$ cat src/rtl/cube_frame_sequencer_pkg.sv
// Shared constants and types for the LED cube frame sequencer.
// Imported by the interface, frame RAM and sequencer top.
package cube_pkg;

    localparam int CUBE_DIM   = 8;
    localparam int BANK_DEPTH = CUBE_DIM * CUBE_DIM;

    typedef logic [5:0] frame_addr_t;
    typedef logic [2:0] layer_idx_t;
    typedef logic [2:0] row_idx_t;

    localparam row_idx_t   ROW_LAST   = 3'd7;
    localparam layer_idx_t LAYER_LAST = 3'd7;

    // IDLE wait enable | ISSUE start latch | WAIT_DONE await latcher | BLANK guard | DWELL layer lit
    typedef enum logic [2:0] {
        IDLE,
        ISSUE,
        WAIT_DONE,
        BLANK,
        DWELL
    } seq_state_t;

    function automatic logic [CUBE_DIM-1:0] layer_onehot(input layer_idx_t layer);
        return {{(CUBE_DIM-1){1'b0}}, 1'b1} << layer;
    endfunction

endpackage

$ cat src/rtl/cube_frame_sequencer_if.sv
// Handshake between the frame sequencer (master) and the downstream row latcher (slave).
interface cube_frame_sequencer_if;
    import cube_pkg::*;

    logic       latch_start;
    row_idx_t   latch_idx;
    logic [7:0] latch_data;
    logic       latch_done;

    modport master (
        output latch_start,
        output latch_idx,
        output latch_data,
        input  latch_done
    );

    modport slave (
        input  latch_start,
        input  latch_idx,
        input  latch_data,
        output latch_done
    );

endinterface

$ cat src/rtl/cube_frame_sequencer_ram.sv
// Frame storage: one write port and one synchronous, read-enabled read port.
// A same-edge read of the written address returns the previous contents.
module cube_frame_ram #(
    parameter int DEPTH = 64,
    parameter int AW    = $clog2(DEPTH)
) (
    input  logic          clk,
    input  logic          rst_n,
    input  logic          i_wr_en,
    input  logic [AW-1:0] i_wr_addr,
    input  logic [7:0]    i_wr_data,
    input  logic          i_rd_en,
    input  logic [AW-1:0] i_rd_addr,
    output logic [7:0]    o_rd_data
);

    logic [7:0] r_mem [DEPTH];
    logic [7:0] r_rd_data;

    always_ff @(posedge clk) begin
        if (i_wr_en) begin
            r_mem[i_wr_addr] <= i_wr_data;
        end
    end

    // Only the read register is reset; the array contents survive reset.
    always_ff @(posedge clk) begin
        if (!rst_n) begin
            r_rd_data <= '0;
        end else if (i_rd_en) begin
            r_rd_data <= r_mem[i_rd_addr];
        end
    end

    assign o_rd_data = r_rd_data;

endmodule

$ cat src/rtl/cube_frame_sequencer.sv
// Scans an 8x8x8 LED cube: latches 8 rows per layer, blanks, then lights the layer.
// Optional FRAME_DOUBLE_BUFFER_EN adds a back bank with frame-synchronous swap.
module cube_frame_sequencer
    import cube_pkg::*;
#(
    parameter int unsigned DWELL_CYCLES = 1000,
    parameter int unsigned BLANK_CYCLES = 2
) (
    input  logic                    clk,
    input  logic                    rst_n,
    input  logic                    enable,
    input  logic                    wr_en,
    input  frame_addr_t             wr_addr,
    input  logic [7:0]              wr_data,
`ifdef FRAME_DOUBLE_BUFFER_EN
    input  logic                    swap_req,
    output logic                    swap_ack,
`endif
    cube_frame_sequencer_if.master  lat,
    output logic [CUBE_DIM-1:0]     layer_en,
    output logic                    frame_done
);

    localparam logic [15:0] DWELL_TC = 16'(DWELL_CYCLES - 1);
    localparam logic [15:0] BLANK_TC = 16'(BLANK_CYCLES - 1);

    seq_state_t  r_state;
    seq_state_t  w_state_nxt;
    layer_idx_t  r_layer;
    layer_idx_t  w_layer_nxt;
    row_idx_t    r_row;
    row_idx_t    w_row_nxt;
    logic [15:0] r_cnt;
    logic [15:0] w_cnt_nxt;
    row_idx_t    r_latch_idx;
    logic        w_rd_en;
    logic        w_dwell_end;
    logic [7:0]  w_rd_data;
    frame_addr_t w_rd_addr;

    always_ff @(posedge clk) begin
        if (!rst_n) begin
            r_state     <= IDLE;
            r_layer     <= '0;
            r_row       <= '0;
            r_cnt       <= '0;
            r_latch_idx <= '0;
        end else begin
            r_state <= w_state_nxt;
            r_layer <= w_layer_nxt;
            r_row   <= w_row_nxt;
            r_cnt   <= w_cnt_nxt;
            if (w_rd_en) begin
                r_latch_idx <= w_row_nxt;
            end
        end
    end

    // The RAM read is launched on the transition into ISSUE so that index and
    // data are registered and valid during the ISSUE cycle itself.
    always_comb begin
        w_state_nxt = r_state;
        w_layer_nxt = r_layer;
        w_row_nxt   = r_row;
        w_cnt_nxt   = r_cnt;
        w_rd_en     = 1'b0;
        w_dwell_end = 1'b0;
        unique case (r_state)
            IDLE: begin
                if (enable) begin
                    w_state_nxt = ISSUE;
                    w_rd_en     = 1'b1;
                end
            end
            ISSUE: begin
                w_state_nxt = WAIT_DONE;
            end
            WAIT_DONE: begin
                if (lat.latch_done) begin
                    if (r_row != ROW_LAST) begin
                        w_row_nxt   = r_row + 3'd1;
                        w_state_nxt = ISSUE;
                        w_rd_en     = 1'b1;
                    end else begin
                        w_state_nxt = BLANK;
                        w_cnt_nxt   = '0;
                    end
                end
            end
            BLANK: begin
                if (r_cnt == BLANK_TC) begin
                    w_state_nxt = DWELL;
                    w_cnt_nxt   = '0;
                end else begin
                    w_cnt_nxt = r_cnt + 16'd1;
                end
            end
            DWELL: begin
                if (r_cnt == DWELL_TC) begin
                    w_dwell_end = 1'b1;
                    w_cnt_nxt   = '0;
                    w_row_nxt   = '0;
                    w_layer_nxt = r_layer + 3'd1;
                    if (enable) begin
                        w_state_nxt = ISSUE;
                        w_rd_en     = 1'b1;
                    end else begin
                        w_state_nxt = IDLE;
                    end
                end else begin
                    w_cnt_nxt = r_cnt + 16'd1;
                end
            end
            default: begin
                w_state_nxt = IDLE;
            end
        endcase
    end

    assign w_rd_addr       = {w_layer_nxt, w_row_nxt};
    assign lat.latch_start = (r_state == ISSUE);
    assign lat.latch_idx   = r_latch_idx;
    assign lat.latch_data  = w_rd_data;
    assign layer_en        = (r_state == DWELL) ? layer_onehot(r_layer) : '0;
    assign frame_done      = w_dwell_end && (r_layer == LAYER_LAST);

`ifdef FRAME_DOUBLE_BUFFER_EN
    logic r_front;
    logic r_swap_pend;
    logic w_swap;
    logic w_front_nxt;

    // The read for the first row of the next frame happens on the swap edge,
    // so it must already address the new front bank.
    assign w_swap      = r_swap_pend && (frame_done || (r_state == IDLE));
    assign w_front_nxt = r_front ^ w_swap;
    assign swap_ack    = w_swap;

    always_ff @(posedge clk) begin
        if (!rst_n) begin
            r_front     <= 1'b0;
            r_swap_pend <= 1'b0;
        end else begin
            r_front     <= w_front_nxt;
            r_swap_pend <= swap_req | (r_swap_pend & ~w_swap);
        end
    end

    cube_frame_ram #(
        .DEPTH (2 * BANK_DEPTH)
    ) u_frame_ram (
        .clk       (clk),
        .rst_n     (rst_n),
        .i_wr_en   (wr_en),
        .i_wr_addr ({~r_front, wr_addr}),
        .i_wr_data (wr_data),
        .i_rd_en   (w_rd_en),
        .i_rd_addr ({w_front_nxt, w_rd_addr}),
        .o_rd_data (w_rd_data)
    );
`else
    cube_frame_ram #(
        .DEPTH (BANK_DEPTH)
    ) u_frame_ram (
        .clk       (clk),
        .rst_n     (rst_n),
        .i_wr_en   (wr_en),
        .i_wr_addr (wr_addr),
        .i_wr_data (wr_data),
        .i_rd_en   (w_rd_en),
        .i_rd_addr (w_rd_addr),
        .o_rd_data (w_rd_data)
    );
`endif

endmodule
$ cat src/flat_wrapper.sv
// flat-port wrapper written by rule: the top's interface ports become plain ports
module cube_frame_sequencer_flat import cube_pkg::*;
#(
    parameter int unsigned DWELL_CYCLES = 1000,
    parameter int unsigned BLANK_CYCLES = 2
)
  (clk, rst_n, enable, wr_en, wr_addr, wr_data, layer_en, frame_done, lat_latch_start, lat_latch_idx, lat_latch_data, lat_latch_done);
  cube_frame_sequencer_if lat_i ();
  input  logic clk;
  input  logic rst_n;
  input  logic enable;
  input  logic wr_en;
  input  frame_addr_t wr_addr;
  input  logic [7:0] wr_data;
  output logic [CUBE_DIM-1:0] layer_en;
  output logic frame_done;
  output wire logic [$bits(lat_i.latch_start)-1:0] lat_latch_start;
  output wire logic [$bits(lat_i.latch_idx)-1:0] lat_latch_idx;
  output wire logic [$bits(lat_i.latch_data)-1:0] lat_latch_data;
  input wire logic [$bits(lat_i.latch_done)-1:0] lat_latch_done;
  assign lat_latch_start = lat_i.latch_start;
  assign lat_latch_idx = lat_i.latch_idx;
  assign lat_latch_data = lat_i.latch_data;
  assign lat_i.latch_done = lat_latch_done;
  cube_frame_sequencer #(.DWELL_CYCLES(DWELL_CYCLES), .BLANK_CYCLES(BLANK_CYCLES)) u_core (.clk(clk), .rst_n(rst_n), .enable(enable), .wr_en(wr_en), .wr_addr(wr_addr), .wr_data(wr_data), .lat(lat_i), .layer_en(layer_en), .frame_done(frame_done));
endmodule
$ cat config.mk
export PLATFORM = sky130hd
export DESIGN_NAME = cube_frame_sequencer_flat
export DESIGN_NICKNAME = d
export VERILOG_FILES = /design/src/rtl/cube_frame_sequencer_pkg.sv /design/src/rtl/cube_frame_sequencer_if.sv /design/src/rtl/cube_frame_sequencer_ram.sv /design/src/rtl/cube_frame_sequencer.sv /design/src/flat_wrapper.sv
export SDC_FILE = /design/constraint.sdc
export NUM_CORES = 1
export LEC_CHECK = 0
export CORE_ASPECT_RATIO = 0.7
export CORE_MARGIN = 2
export CORE_UTILIZATION = 49
export CTS_BUF_LIST = sky130_fd_sc_hd__clkbuf_4 sky130_fd_sc_hd__clkbuf_8 sky130_fd_sc_hd__clkbuf_16
export DETAILED_ROUTE_END_ITERATION = 10
export PLACE_DENSITY = 0.7
export SYNTH_ARGS = -nofsm -noshare
export SYNTH_HDL_FRONTEND = slang
export SYNTH_SLANG_ARGS = --single-unit
$ cat constraint.sdc
create_clock -name clk -period 4.8 [get_ports clk]
set_input_delay 0.96 -clock clk [delete_from_list [all_inputs] [get_ports clk]]
set_output_delay 0.96 -clock clk [all_outputs]
set_load 0.02 [all_outputs]
[Word level (Yosys, flattened, before mapping)]
Memory sizes are Yosys's and may differ from the RTL's. A register that Yosys moved wholly into a read port is not among the register bits.
Cells that the tools add are included.
Widths: inputs -> output; s select.
Word-level totals
  word-level logic and storage cells: 57
  memories kept: 1
  bits in latches: 0
  memory bits (writable): 512
  register bits: 28
  memory bits (read-only): 0
  output and inout port bits: 21
Memory list
  u_core.u_frame_ram.r_mem: words 64, bits a word 8, rd ports 1, clocked after memory_dff 1, wr ports 1, line cube_frame_sequencer_ram.sv:17  | logic [7:0] r_mem [DEPTH];
Cells by class
  magnitude comparators: 0
  bitwise gates (word level): 0
  add/sub/neg operators: 3
  reductions and logical operators: 6
  mux-type cells: 28
  divide/modulo/power cells: 0
  multiply operators: 0
  eq/ne operators: 13
  shift-type cells: 1
Operator list (count)
  $mux 16: 4
  $pmux 16 s3: 1
  $mux 3: 9
  $add 16x1->16 const B: 1
  $eq 16x1->1 const B: 1
  $eq 16x10->1 const B: 1
  $pmux 3 s5: 1
  $mux 1: 9
  $mux 8: 1
  $shl 1x3->8 const A: 1
  $add 3x1->3 const B: 2
  $eq 3x2->1 const B: 2
  $eq 3x3->1 const B: 2
  $ne 2x2->1 const B: 3
  $pmux 3 s2: 1
  $ne 2x1->1 const B: 2
  $reduce_and 4->1: 1
  $eq 3x1->1 const B: 1
  $logic_not 3->1: 1
  $ne 3x3->1 const B: 1
  $pmux 1 s3: 1
  $reduce_and 3->1: 1
  $reduce_bool 3->1: 1
  $mux 2: 1
  2 further kinds: 2

[Longest topological paths before layout]
Gate-level depths: netlist of the first run.
  depth after elaboration: 4
  mapped depth: 15
  depth with buffers taken out: 10

[Modules after synthesis]
From an unflattened synthesis of the first run, not the netlist that was laid out.
Second synthesis, totals
  cell total of the unflattened synthesis: 1238
  area total of the unflattened synthesis: 21922.3 um2
Modules (own cells, without submodules)
  cube_frame_ram: area an instance 20338.3 um2, cells an instance 1044, sequential area each 15534.9 um2, times used 1
  cube_frame_sequencer: area an instance 1584.0 um2, cells an instance 194, sequential area each 560.5 um2, times used 1

[Worst setup path before layout of the first run]
No wires, ideal clock.
  kind: input port to flip-flop
  start: in lat_latch_done
  end: reg u_core.u_frame_ram.r_rd_data[1], in the netlist u_core.u_frame_ram.o_rd_data[1], read port of u_core.u_frame_ram.r_mem
  library setup time: 0.124 ns
  slack: 1.147 ns
  cell stages on the path: 12
  required time: 4.676 ns
  arrival: 3.529 ns
  path through: nor4bb_1 clkbuf_1 nand2_1 clkbuf_1 buf_1 buf_1 mux2i_1 o21ai_0 o31ai_1 nand4_1 nor4_1 nor3_1
Between the ends
  cells in the longest elaborated chain, start to end: 2
  elaborated cells between the ends (all ways): 4
  classes of those cells: mux (4)
RTL lines
  start, declared: line flat_wrapper.sv:20  | input wire logic [$bits(lat_i.latch_done)-1:0] lat_latch_done;
  $mux 1 / $mux 3 (equally long branches): line cube_frame_sequencer.sv:79  | if (lat.latch_done) begin
  $pmux 1 s3 / $pmux 3 s2 (equally long branches): line cube_frame_sequencer.sv:68  | unique case (r_state)
  end, declared: line cube_frame_sequencer_ram.sv:18  | logic [7:0] r_rd_data;
Several ways; a longest one is shown, not always the timed one.
A chain may end at the register's enable or synchronous reset.

[Final worst setup path of the first run]
  start: reg u_core.r_cnt[3]
  end: reg u_core.u_frame_ram.r_rd_data[5], in the netlist u_core.u_frame_ram.o_rd_data[5], read port of u_core.u_frame_ram.r_mem
Between the ends
  cells in the longest elaborated chain, start to end: 3
  elaborated cells between the ends (all ways): 7
  classes of those cells: eq/ne (1); mux (6)
RTL lines
  start, declared: line cube_frame_sequencer.sv:33  | logic [15:0] r_cnt;
  start signal, assigned: line cube_frame_sequencer.sv:52  | r_cnt <= w_cnt_nxt;
  $eq 16x10->1 *: line cube_frame_sequencer.sv:99  | if (r_cnt == DWELL_TC) begin
  $mux 1 / $mux 3 (equally long branches): line cube_frame_sequencer.sv:99
  $pmux 1 s3 (tied with other cells): line cube_frame_sequencer.sv:68
Mark *: on every way between the ends. The rest lies on a longest branch, timed or not.

==> impl_metrics.env, run 1 <==
export IMPL_grt_overflow_total=0
export IMPL_yosysMostFrequentCell="edfxtp_1"
export IMPL_yosysUniqueCellTypes=73
export IMPL_reg2reg_depth=10
export IMPL_grt_setup_unrepaired="false"
export IMPL_path_max_fanout=16
export IMPL_postRouteAntennaNets=0
export IMPL_drtIter0Drc=3511
export IMPL_r2r_start="u_core.r_cnt[3]$_SDFFE_PN0P_"
export IMPL_synth_area_per_cell_um2=11.6
export IMPL_place_hpwl_um=48600
export IMPL_cts_tree="done"
export IMPL_netlist_area_um2=25800
export IMPL_routed_via_density=6.80
export IMPL_path_class="flop to flop"
export IMPL_nets=2264
export IMPL_synthTopCellsByArea="edfxtp_1 (60%), nand2_1 (6.3%), a22o_1 (3.1%), dfxtp_1 (2.8%), a21oi_1 (2.8%)"
export IMPL_die_w_um=278
export IMPL_min_period_ns=4.23
export IMPL_cts_hold_buf=0
export IMPL_pre_cts_slack_ns=0.227
export IMPL_finalSetupViolCount=0
export IMPL_report_final_slew_viol_count=0
export IMPL_synth_fp_nets=2259
export IMPL_hold_ws_ns=0.475
export IMPL_ys_top_cells_by_count="edfxtp_1 (512), nand2_1 (430), a21oi_1 (143)"
export IMPL_ys_flop_type="edfxtp_1"
export IMPL_drt_total_wl_um=78700
export IMPL_fillers=4240
export IMPL_layout_setup_ws_ns=0.571
export IMPL_synth_edff_count=512
export IMPL_start_util_pct=49.5
export IMPL_fin_worst_skew_ns=0.0243
export IMPL_critical_path_required_ns=5.30
export IMPL_regArea_um2=16100
export IMPL_ir_drop_v=0.000265
export IMPL_multi_input_area_um2=9010
export IMPL_first_pass_iters=7
export IMPL_maxCapViolations=0
export IMPL_grtUsageTotal_pct=28.3
export IMPL_hold_path_startpoint="u_core.r_cnt[15]$_SDFFE_PN0P_"
export IMPL_cts_htree_levels=2
export IMPL_hp_class="flop to flop"
export IMPL_area_growth_pct=11.9
export IMPL_ys_warn_count=0
export IMPL_power_density_nw_per_um2=354
export IMPL_fin_crit_sh_pct=88.1
export IMPL_coreArea_um2=52100
export IMPL_clock_path_buffers=3
export IMPL_drive_gt1_share_pct=9.74
export IMPL_drc_errors=0
export IMPL_cts_buffers=54
export IMPL_cts_sinks=548
export IMPL_io_buffers=39
export IMPL_reg2reg_slack_ns=0.57
export IMPL_cts_resized=0
export IMPL_worstPathArrival_ns=4.73
export IMPL_relSlewSlack_pct=13.4
export IMPL_hold_end="u_core.r_cnt[15]$_SDFFE_PN0P_"
export IMPL_rr_endpoint="u_core.u_frame_ram.o_rd_data[5]$_SDFFE_PN0P_"
export IMPL_die_area_um2=54500
export IMPL_seq_area_frac_synth_pct=62.4
export IMPL_yosys_area_top_type="edfxtp_1"
export IMPL_rows=70
export IMPL_io_pins=40
export IMPL_die_h_um=196
export IMPL_ys_seq_elements=548
export IMPL_clk_pin_slew_worst_paths_ns=0.06
export IMPL_fin_setup_tns_ns=0
export IMPL_grt_pass1_vias=18300
export IMPL_grt_pass1_wl_um=116000
export IMPL_clk_latency_ns=0.62
export IMPL_antenna_found_initial=2
export IMPL_grt_max_degree=166
export IMPL_postCtsSetupBuffers=0
export IMPL_syn_inst=2231
export IMPL_hold_path_depth=2
export IMPL_synth_top_area_share_pct=59.7
export IMPL_critPathLaunchType="flop"
export IMPL_power_leakage_nw=9.98
export IMPL_synthArstFlopShare_pct=0
export IMPL_outcome="completed"
export IMPL_hold_violations=0
export IMPL_worst_pin_slew_ns=1.29
export IMPL_wire_per_inst_um=26.6
export IMPL_max_freq_mhz=236
export IMPL_gp_congestion=0.994
export IMPL_setup_worst_path_start="u_core.r_cnt[3]$_SDFFE_PN0P_"
export IMPL_vias=20100
export IMPL_root_buffer="clkbuf_16"
export IMPL_critical_path_endpoint_type="flop"
==> kinds of logic (layout without fill, tap and decap cells) <==
group	Yosys count	count (layout)	share of synthesized area, %
AO/OA/AOI/OAI	682	682	18.9
buffers and inverters	189	237	2.86
AND/OR/NAND/NOR	730	730	12.2
XOR/XNOR	12	12	0.408
flip-flops	548	548	62.4
other	0	1	0
multiplexers	61	61	2.68
adder cells (fa/ha/maj)	9	9	0.437
==> registers in the layout (all words and copies together) (netlist names) <==
register	cells
u_core.r_cnt	16
u_core.r_layer	3
u_core.u_frame_ram.o_rd_data	8
u_core.u_frame_ram.r_mem	512
u_core.r_row	3
u_core.lat.latch_idx	3
u_core.r_state	3
==> worst max path at each step <==
stage / to / slack [ns] / depth (start not counted)
detailed placement: u_core.u_frame_ram.o_rd_data[5]$_SDFFE_PN0P_ / 0.23 / 12
global route: u_core.u_frame_ram.o_rd_data[0]$_SDFFE_PN0P_ / 0.47 / 9
CTS: u_core.u_frame_ram.o_rd_data[5]$_SDFFE_PN0P_ / 0.67 / 10
finish: u_core.u_frame_ram.o_rd_data[5]$_SDFFE_PN0P_ / 0.57 / 10
global placement: u_core.u_frame_ram.o_rd_data[5]$_SDFFE_PN0P_ / 0.15 / 12
floorplan: u_core.u_frame_ram.o_rd_data[1]$_SDFFE_PN0P_ / 1.15 / 12
==> placed cells by master (no fill, tap or decap), types with 11 or more instances in the layout <==
cell type	count
a22oi_1	60
a22o_1	92
a21oi_1	141
clkdlybuf4s50_1	31
a31oi_1	54
nand2_1	428
edfxtp_1	512
mux2i_1	50
o2bb2ai_1	17
nor3_1	15
nand3_1	44
a211oi_1	43
a2111oi_0	15
o21ai_0	89
nor2_1	141
and3_1	26
clkinv_1	14
clkbuf_16	55
a221o_1	33
dfxtp_1	35
nand4_1	16
buf_4	81
clkbuf_4	11
a221oi_1	35
==> worst max-delay path, stage by stage, from the launching register on <==
cell and delay (ns):
dfxtp_1 0.34, or4_1 0.60, or4_1 0.86, o211ai_1 0.44
nand2b_1 0.22, buf_4 0.28, a31oi_1 0.07, a22oi_1 0.36
nand3_1 0.17, or4b_1 0.59, o2111a_1 0.16
==> metrics by stage <==
stage / std cells / util [%] / instance area (um^2) / power, mW
after floorplan: 2231 / - / 25800 / 5.81
after global placement: 2864 / 52.1 / 27100 / 6.12
after detailed placement: 2864 / 52.1 / 27100 / 6.14
after CTS: 2963 / 55.4 / 28800 / 10.2
after global routing: 2963 / 55.4 / 28800 / 10.5
final: 2964 / 55.4 / 28800 / 10.2
==> final cells by class <==
cell class / count / area share [%]
clock buffer: 68 / 5.15
sequential: 548 / 55.8
clock inverter: 31 / 0.763
multi-input combinational: 1494 / 31.2
timing repair buffer: 129 / 3.95
antenna: 1 / 0.00867
inverter: 9 / 0.117
tap: 684 / 2.97
==> power by group <==
| group | switching (mW) | internal, mW | total [mW] |
|---|---|---|---|
| sequential | 0.0327 | 5.26 | 5.29 |
| combinational | 0.532 | 0.237 | 0.769 |
| clock | 1.86 | 2.30 | 4.16 |
| total | 2.43 | 7.80 | 10.2 |
==> per-layer routing <==
metal / global-route usage [%] / routed length, um
met1: 43.0 / 32500
met3: 7.32 / 11000
met4: 6.95 / 1810
met2: 40.4 / 33400
met5: 0 / 13
Power figures use the tool's default switching activity.
==> run 2, diff against run 1 <==
CORE_MARGIN = 5   (was 2)
clock period = 5.1 ns   (was 4.8 ns; I/O delays follow)
==> run 2 against run 1 <==
Compared with the run above:
- sequential power shrank 5.7%
- first-iteration DRC count shrank 9.2%
- clock skew grew 0.0079 ns
- clock power shrank 3%
- cell area shrank 0.30%
- utilization shrank 0.17 points
- critical path depth shrank 1
- flip-flop and latch count is the same
- wire length shrank 2.7%
- hold slack gained 0.013 ns
- sequential share of layout area grew 0.17 points
- critical path type unchanged
- highest routed layer is now met4
==> impl_metrics.env, run 2 (synthesis results as in run 1) <==
export IMPL_grt_setup_unrepaired="false"
export IMPL_place_hpwl_um=47400
export IMPL_start_util_pct=49.5
export IMPL_antenna_found_initial=0
export IMPL_ir_drop_v=0.000285
export IMPL_maxCapViolations=0
export IMPL_die_area_um2=57400
export IMPL_drt_total_wl_um=76700
export IMPL_setup_worst_path_start="u_core.r_cnt[3]$_SDFFE_PN0P_"
export IMPL_power_density_nw_per_um2=339
export IMPL_fin_crit_sh_pct=94.0
export IMPL_hold_ws_ns=0.489
export IMPL_postRouteAntennaNets=0
export IMPL_grt_overflow_total=0
export IMPL_min_period_ns=4.80
export IMPL_critical_path_endpoint_type="flop"
export IMPL_cts_hold_buf=0
export IMPL_drive_gt1_share_pct=9.31
export IMPL_crit_chain="or4_1 -> nor4_4 -> buf_4 -> nand2_1 -> a21o_1 -> nor2_1 -> nand4_1 -> nor4_1 -> nor3_1"
export IMPL_grtUsageTotal_pct=26.0
export IMPL_dpl_cell_area_um2=27000
export IMPL_path_max_fanout=20
export IMPL_grt_max_degree=170
export IMPL_crit_path_end="u_core.u_frame_ram.o_rd_data[2]$_SDFFE_PN0P_"
export IMPL_first_pass_iters=7
export IMPL_cts_tree="done"
export IMPL_root_buffer="clkbuf_16"
export IMPL_top_register="u_core.u_frame_ram.r_mem"
export IMPL_rr_endpoint="u_core.u_frame_ram.o_rd_data[2]$_SDFFE_PN0P_"
export IMPL_fin_worst_skew_ns=0.0321
export IMPL_grt_pass1_vias=18500
export IMPL_critical_path_top_delay_family="simple AND/OR/NAND/NOR gates"
export IMPL_relSlewSlack_pct=20.6
export IMPL_cts_sinks=548
export IMPL_grt_pass1_wl_um=116000
export IMPL_hp_class="flop to flop"
export IMPL_routed_via_density=6.71
export IMPL_most_common_layout_cells="edfxtp_1 (512), nand2_1 (428), nor2_1 (141), a21oi_1 (141), a22o_1 (92)"
export IMPL_report_final_slew_viol_count=0
export IMPL_reg2reg_depth=9
export IMPL_nets=2240
export IMPL_hold_path_startpoint="u_core.r_cnt[15]$_SDFFE_PN0P_"
export IMPL_drtIter0Drc=3189
export IMPL_critPathLaunchType="flop"
export IMPL_die_h_um=202
export IMPL_path_class="flop to flop"
export IMPL_outcome="completed"
export IMPL_area_growth_pct=11.6
export IMPL_finalSetupViolCount=0
export IMPL_power_leakage_nw=9.93
export IMPL_mostFrequentLayoutCell="edfxtp_1"
export IMPL_worst_pin_slew_ns=1.18
export IMPL_largest_reg_flops=512
export IMPL_vias=19700
export IMPL_max_freq_mhz=208
export IMPL_critical_path_required_ns=5.55
export IMPL_cp_slowest_cell="nor4_1"
export IMPL_clk_latency_ns=0.61
export IMPL_cts_resized=0
export IMPL_die_w_um=284
export IMPL_rows=70
export IMPL_cts_htree_levels=2
export IMPL_worstPathArrival_ns=5.24
export IMPL_r2r_start="u_core.r_cnt[3]$_SDFFE_PN0P_"
export IMPL_hold_violations=0
export IMPL_io_buffers=39
export IMPL_io_pins=40
export IMPL_wire_per_inst_um=26.1
export IMPL_clk_pin_slew_worst_paths_ns=0.06
export IMPL_fin_setup_tns_ns=0
export IMPL_critPathBufInv=1
export IMPL_reg2reg_slack_ns=0.30
export IMPL_clock_path_buffers=3
export IMPL_gp_congestion=0.947
export IMPL_coreArea_um2=52100
export IMPL_postCtsSetupBuffers=0
export IMPL_cpPeakStageDelay_ns=0.85
export IMPL_crit_cells=9
export IMPL_drc_errors=0
export IMPL_cts_buffers=52
export IMPL_fin_area_um2=28800
[run 2: cell types whose count changed in the layout (fill, tap and decap cells not counted), moves of 2 or more]
cell        delta
clkinvlp_4     -4
buf_4         -23
bufinv_16      +3
clkinv_1      -12
inv_6          -2
clkinv_2       +3
clkbuf_4      +11
[run 2: final cells by class]
cell class | instances | area, um^2
antenna | 1 | 2.50
clock buffer | 78 | 1540
clock inverter | 19 | 229
fill | 4218 | 23400
inverter | 9 | 33.8
multi-input combinational | 1494 | 9010
sequential | 548 | 16100
tap | 684 | 856
timing repair buffer | 107 | 986
[run 2: how the worst min path moves through the flow]
stage | endpoint | slack [ns] | depth (start not counted)
2_1_floorplan | u_core.r_cnt[15]$_SDFFE_PN0P_ | 0.45 | 2
3_3_place_gp | u_core.r_cnt[15]$_SDFFE_PN0P_ | 0.47 | 2
3_5_place_dp | u_core.r_cnt[15]$_SDFFE_PN0P_ | 0.48 | 2
4_1_cts | u_core.r_cnt[15]$_SDFFE_PN0P_ | 0.49 | 2
5_1_grt | u_core.r_cnt[15]$_SDFFE_PN0P_ | 0.52 | 2
6_report | u_core.r_cnt[15]$_SDFFE_PN0P_ | 0.49 | 2
[run 2: where the power goes]
| part | switching, mW | leakage (nW) | internal [mW] |
|---|---|---|---|
| registers | 0.0430 | 4.90 | 4.95 |
| clock network | 1.70 | 0.905 | 2.35 |
| logic | 0.488 | 4.12 | 0.221 |
[run 2: metrics by stage]
stage / power [mW] / cells / setup slack, ns / util (%)
finish: 9.75 / 2940 / 0.304 / 55.2
global route: 10.0 / 2939 / 0.231 / 55.2
CTS: 9.76 / 2939 / 0.397 / 55.2
detailed placement: 5.78 / 2842 / 0.338 / 51.8
global placement: 5.76 / 2842 / 0.395 / 51.8
floorplan: 5.47 / 2231 / 1.39 / -
[run 2: tightest hold or removal path, stage by stage, from the launching register on]
cell and delay, ns:
dfxtp_1 0.32, o31ai_1 0.07, a21oi_1 0.06
[run 2: routing by layer]
| metal | share of wire (%) | GRT usage [%] | up-vias |
|---|---|---|---|
| met5 | 0 | 0 | - |
| met4 | 3.5 | 8.18 | 0 |
| met1 | 42 | 39.5 | 9667 |
| met3 | 13 | 6.66 | 173 |
| met2 | 42 | 36.6 | 1289 |
| li1 | - | - | 8586 |
